`src/rtl/spike_pattern_serializer.sv`:
```
// Temporal spike pattern serializer: replays a T_WINDOW-bit
// pattern as one spike per consumed timestep, earliest bit first.
module spike_pattern_serializer #(
   parameter int T_WINDOW   = 16,
   parameter bit SKIP_EMPTY = 1'b1,
   parameter int CNT_W      = $clog2(T_WINDOW + 1),
   localparam int IW        = $clog2(T_WINDOW)
) (
   input  logic                clk,
   input  logic                rst_n,
   input  logic [T_WINDOW-1:0] pattern_in,
   input  logic                pattern_valid,
   output logic                pattern_ready,
   input  logic                step_en,
   output logic                spike_out,
   output logic                spike_valid,
   output logic [IW-1:0]       step_idx,
   output logic [CNT_W-1:0]    spike_count,
   output logic                window_done,
   output logic                busy
);

   typedef enum logic {
      IDLE,
      SHIFT
   } state_t;

   state_t              state;
   state_t              state_nx;
   logic [T_WINDOW-1:0] shreg;
   logic                pend;
   logic                last;
   logic                accept;
   logic                zero;
   logic                skip;
   logic                start;
   logic                consume;

   localparam logic [IW-1:0] LAST_IDX = IW'(T_WINDOW - 1);

   // State register
   always_ff @(posedge clk or negedge rst_n) begin
      if (!rst_n) state <= IDLE;
      else        state <= state_nx;
   end

   // Next state, handshake and window events
   always_comb begin
      state_nx      = state;
      busy          = 1'b0;
      spike_valid   = 1'b0;
      consume       = 1'b0;
      last          = 1'b0;
      pattern_ready = 1'b0;
      unique case (state)
         IDLE: begin
            pattern_ready = 1'b1;
         end
         SHIFT: begin
            busy          = 1'b1;
            spike_valid   = 1'b1;
            consume       = step_en;
            last          = step_en && (step_idx == LAST_IDX);
            pattern_ready = last;
         end
         default: state_nx = IDLE;
      endcase
      accept = pattern_valid && pattern_ready;
      zero   = (pattern_in == '0);
      skip   = accept && zero && SKIP_EMPTY;
      start  = accept && !(zero && SKIP_EMPTY);
      if (start)     state_nx = SHIFT;
      else if (last) state_nx = IDLE;
   end

   assign spike_out = spike_valid && shreg[0];

   // Shift register, step index, spike count and done pulses.
   // A zero pattern skipped while another pulse is due is queued
   // in pend so each window still gets its own done pulse.
   always_ff @(posedge clk or negedge rst_n) begin
      if (!rst_n) begin
         shreg       <= '0;
         step_idx    <= '0;
         spike_count <= '0;
         window_done <= 1'b0;
         pend        <= 1'b0;
      end else begin
         window_done <= last || pend || skip;
         pend        <= skip && (last || pend);
         if (start)        shreg <= pattern_in;
         else if (consume) shreg <= shreg >> 1;
         if (start)        step_idx <= '0;
         else if (consume) step_idx <= last ? '0 : step_idx + IW'(1);
         if (start)
            spike_count <= '0;
         else if (consume)
            spike_count <= spike_count + CNT_W'(shreg[0]);
         else if (skip || pend)
            spike_count <= '0;
      end
   end

endmodule
```
`config.mk`:
```
export PLATFORM = sky130hd
export DESIGN_NAME = spike_pattern_serializer
export DESIGN_NICKNAME = d
export VERILOG_FILES = /design/src/rtl/spike_pattern_serializer.sv
export SDC_FILE = /design/constraint.sdc
export NUM_CORES = 1
export LEC_CHECK = 0
export ABC_AREA = 1
export CAP_MARGIN = 20
export CORE_MARGIN = 10
export CORE_UTILIZATION = 51
export CTS_CLUSTER_DIAMETER = 120
export DETAILED_ROUTE_END_ITERATION = 10
export PLACE_DENSITY = 0.91
export SYNTH_ARGS = -nofsm -noshare
export SYNTH_HDL_FRONTEND = slang
export SYNTH_SLANG_ARGS = --single-unit
```
`constraint.sdc`:
```
create_clock -name clk -period 2.6 [get_ports clk]
set_input_delay 0.78 -clock clk [delete_from_list [all_inputs] [get_ports clk]]
set_output_delay 0.78 -clock clk [all_outputs]
set_load 0.1 [all_outputs]
```
# Yosys cells after proc, flatten, opt, wreduce, memory -nomap -nowiden
# Cells that the tools add are included.
# W data, S select, Z words.
# totals
reg_bits	28
inputBits	20
elab_cells	38
# op_classes
add_sub_neg	2
eq_ne	1
n_reduce_logical	14
mux	14
n_bitwise	1
# op_table
operator	n
$mux W16	2
$logic_not A16 Y1	1
$mux W5	3
$mux W4	3
$logic_and A1 B1 Y1	6
$add A5 B1 Y5	1
$mux W1	5
$add A4 B1 Y4 const B	1
$eq A4 B4 Y1 const B	1
$reduce_bool A2 Y1	2
$logic_or A1 B1 Y1	3
$reduce_bool A3 Y1	1
$pmux W1 S2	1
$logic_not A1 Y1	1
$not A1 Y1	1

# Longest topological paths before layout
# depth
word_depth	9
mapped_depth	10
ltp_nobuf	9

# Worst setup path after synthesis
# Ideal clock, no wire load.
# synth_path
path_type	register to output
from	register step_idx[0]
to	output pattern_ready
path_slack_ns	-0.340
arrival_time_ns	2.160
path_buffers	0
path_stages_with_launch	6
cell_sequence	dfrtp_1 -> ha_1 -> nand2_1 -> nor2_4 -> inv_1 -> nand2_1
# synth_via
elab_chain_cells	3
# synth_lines
item	line	source
from (decl)	17	output logic [IW-1:0] step_idx,
from (signal assigned)	94	else if (consume) step_idx <= last ? '0 : step_idx + IW'(1);
$eq A4 B4 Y1	63	last = step_en && (step_idx == LAST_IDX);
$logic_and A1 B1 Y1	63	
$pmux W1 S2	55	unique case (state)
to (decl)	13	output logic pattern_ready,
# No other way between the ends.

# Worst setup path in the final report
# layout_path
from	input step_en
to	output pattern_ready
# layout_via
elab_chain_cells	2
# layout_lines
item	line	source
from (decl)	14	input logic step_en,
$logic_and A1 B1 Y1	63	
$pmux W1 S2	55	
# No other way between the ends.

==> impl_results.md <==
* Status: completed
* Final wirelength at around 3.7 mm
* Post-CTS setup buffer count at 0
* Arr. time, crit path at ~1.8 ns
* CTS Buf Count at 3
* Fill count at roughly 270
* Post-synthesis cell area at ~0.0017 sq mm
* Routed len/inst at about 12 microns
* First-pass GRT wire length at 6.48 mm
* Crit start category: input port
* YS warnings at 0
* Seq pwr share at 0.300
* Most frequent cells in the layout: 74 x nand2_1, 40 x nand3_1, 26 x dfrtp_1
* CTS tree: yes
* Initial Util at 0.546
* Rows at 20
* DRT Pass-1 Iters at 4
* First DRT Iteration DRCs at 100
* Synth area leader: dfrtp_1
* Port Buf Inserts at 33
* Final WS setup at 0.0462 ns
* Vias in the first global route at roughly 1500
* Switch share at 0.548
* Avg Cell Area, Syn at roughly 7.6 sq um
* Final global-route overflow total at 0
* Synth top area cells: dfrtp_1 41%, nand2_1 16%, nand3_1 12%, inv_1 4.8%, nand2_2 4.4%
* GRT Total Usage at 0.125
* Unrepaired setup endpoints after global routing: no
* Pwr Density at about 1200 mW/mm^2
* Reg clk slew, reported paths at ~0.15 ns
* Max FO, Critical Path at 3
* Final HPWL DP at 2.80 mm
* HP Class: reg2reg
* Cts hold-fix bufs at 0
* Hold Violations, Final at 0
* Overall power at 2.51 mW
* PostCTS Resize Cnt at 0
* Die ar. at 0.00607 sq mm
* Final ANT Viol Nets at 0
* Core Area at about 0.0031 sq mm
* Top cell type's share of synthesized area at 0.410
* Final Slew Violations at 0
* Total number of vias at about 1500
* Routability cong. at roughly 0.87
* Clk_skew at about 0.0053 ns
* Maximum clock rate at ~0.39 GHz
* H-tree Lvls at 1
* Pre-CTS setup slack at approximately 0.042 ns
* Required @ worst endpoint at 1.82 ns
* Lkg Pwr at around 1.1 nW
* Cells along the critical path: clkdlybuf4s50_1 > nand2_1 > nor2_4 > inv_1 > nand2_2 > buf_12
* Layout area overhead at 22.0%
* Syn Inst Count at roughly 230
* Most common cell after layout, fill and taps aside: nand2_1
* Initial antenna violation count at 0
* Least-Margin Pin Slew at 0.356 ns
* Internal power at 1.13 mW
* Final Critical Period at 2.55 ns
* Final #Nets at 284
* Ant. Diodes at 0
* Area of the multi-input gates at 792 sq um
* Largest net degree at the start of global routing at 29
* DR vias/cell at about 4.9
* Clock tree buffer depth at 2
* Worst-skew pair later-pin latency at ~0.33 ns
* Clock power share at 0.085
* Yosys cell types at 24
* Die height at 77.9 microns
* Reg area at about 700 sq um
* Combinational share of power at 0.615
* Worst setup path class: in2out
* Fraction of layout cells with a size suffix above 1 at 0.185
* Register area share after synthesis at 0.410
* Clock sink count at 28
* Setup TNS at 0 ns
* Peak VDD IR at between 500 and 600 uV
* Clock root buffer master: clkbuf_4
* Largest stage delay, worst path at roughly 0.48 ns
* Post-synthesis register bit count at 28
* Endpoints failing setup at 0
* Switching component of the power at approximately 1.4 mW
* Critical-path top delay cell: clkdlybuf4s50_1
* Flop-to-flop setup slack at about 0.9 ns
* DRC Markers at 0
* Max-Cap Viols at 0
* Die W at roughly 80 microns
* Worst slew margin at 0.763
* Tcrit/Tclk final at 0.982
* Syn Nets at 248
* I/O pins at 34
* Crit end category: output pin
==> cells in the mapped netlist <==
library cell  count
nor2_4            1
nand2_2          12
nor2_8            1
a21oi_1           1
buf_6             5
nand3_1          40
xor2_1            4
o21ai_0           1
nor3_1            1
nand2_1          75
xnor2_1           1
inv_2             1
ha_1              3
nand2_4           1
inv_8             1
buf_12            1
dfrtp_1          28
clkbuf_8          2
buf_2             2
buf_4             1
inv_1            22
nor2_1           15
nand4_1           5
nor2_2            1
==> power groups by stage <==
stage                     combinational (mW)  sequential, mW  clock (mW)
final                                   1.54           0.752       0.214
after global routing                    1.68           0.774       0.239
after CTS                               1.56           0.750       0.224
after detailed placement                1.56           0.760           0
after global placement                  1.52           0.744           0
after floorplan                        0.819            1.16           0
==> logic make-up after synthesis <==
kind of cell	synth area share
compound gates	0.00585
xor+xnor	0.0256
fa+ha+maj	0.0220
buf+inv	0.128
flops	0.410
simple gates	0.408
==> routing by layer <==
layer	global-route usage	vias to the layer above	routed length (microns)
met3	0.0276	2	227
met5	0	-	0
met2	0.201	55	1810
met1	0.162	674	1640
li1	-	771	-
met4	0.0430	0	19
==> flip-flops by register name, indices dropped and copies added, names as in the netlist <==
name,flops
state,1
window_done,1
step_idx,4
pend,1
shreg,16
spike_count,5
==> critical path: cells and delay by family <==
| kind | cells | cell delay (ns) |
|---|---|---|
| buffers and inverters | 3 | 0.72 |
| AND/OR/NAND/NOR | 3 | 0.28 |
==> cell type report <==
class	instances	share of cell area
inverter	24	0.0468
multi-input combinational	162	0.380
sequential	28	0.337
tap	44	0.0264
clock buffer	4	0.0174
timing repair buffer	42	0.192
==> path summary, 6_finish.rpt <==
check / from / endpoint / cells past startpoint
max: step_en / pattern_ready / 6
min: shreg[15] / shreg[15] / 2
max reg2reg: step_idx[0] / shreg[7] / 11
min reg2reg: shreg[15] / shreg[15] / 2
max in group asynchronous: rst_n / step_idx[1] / 2
min in group asynchronous: rst_n / state / 2
==> metrics by stage <==
stage	instance area (sq um)	util	cells	hold WS, ns
after floorplan	1710	-	225	0.459
after global placement	2050	0.655	300	0.480
after detailed placement	2050	0.655	300	0.492
after CTS	2080	0.666	304	0.526
after global routing	2080	0.666	304	0.556
final	2080	0.666	304	0.521
Power figures use the tool's default switching activity.
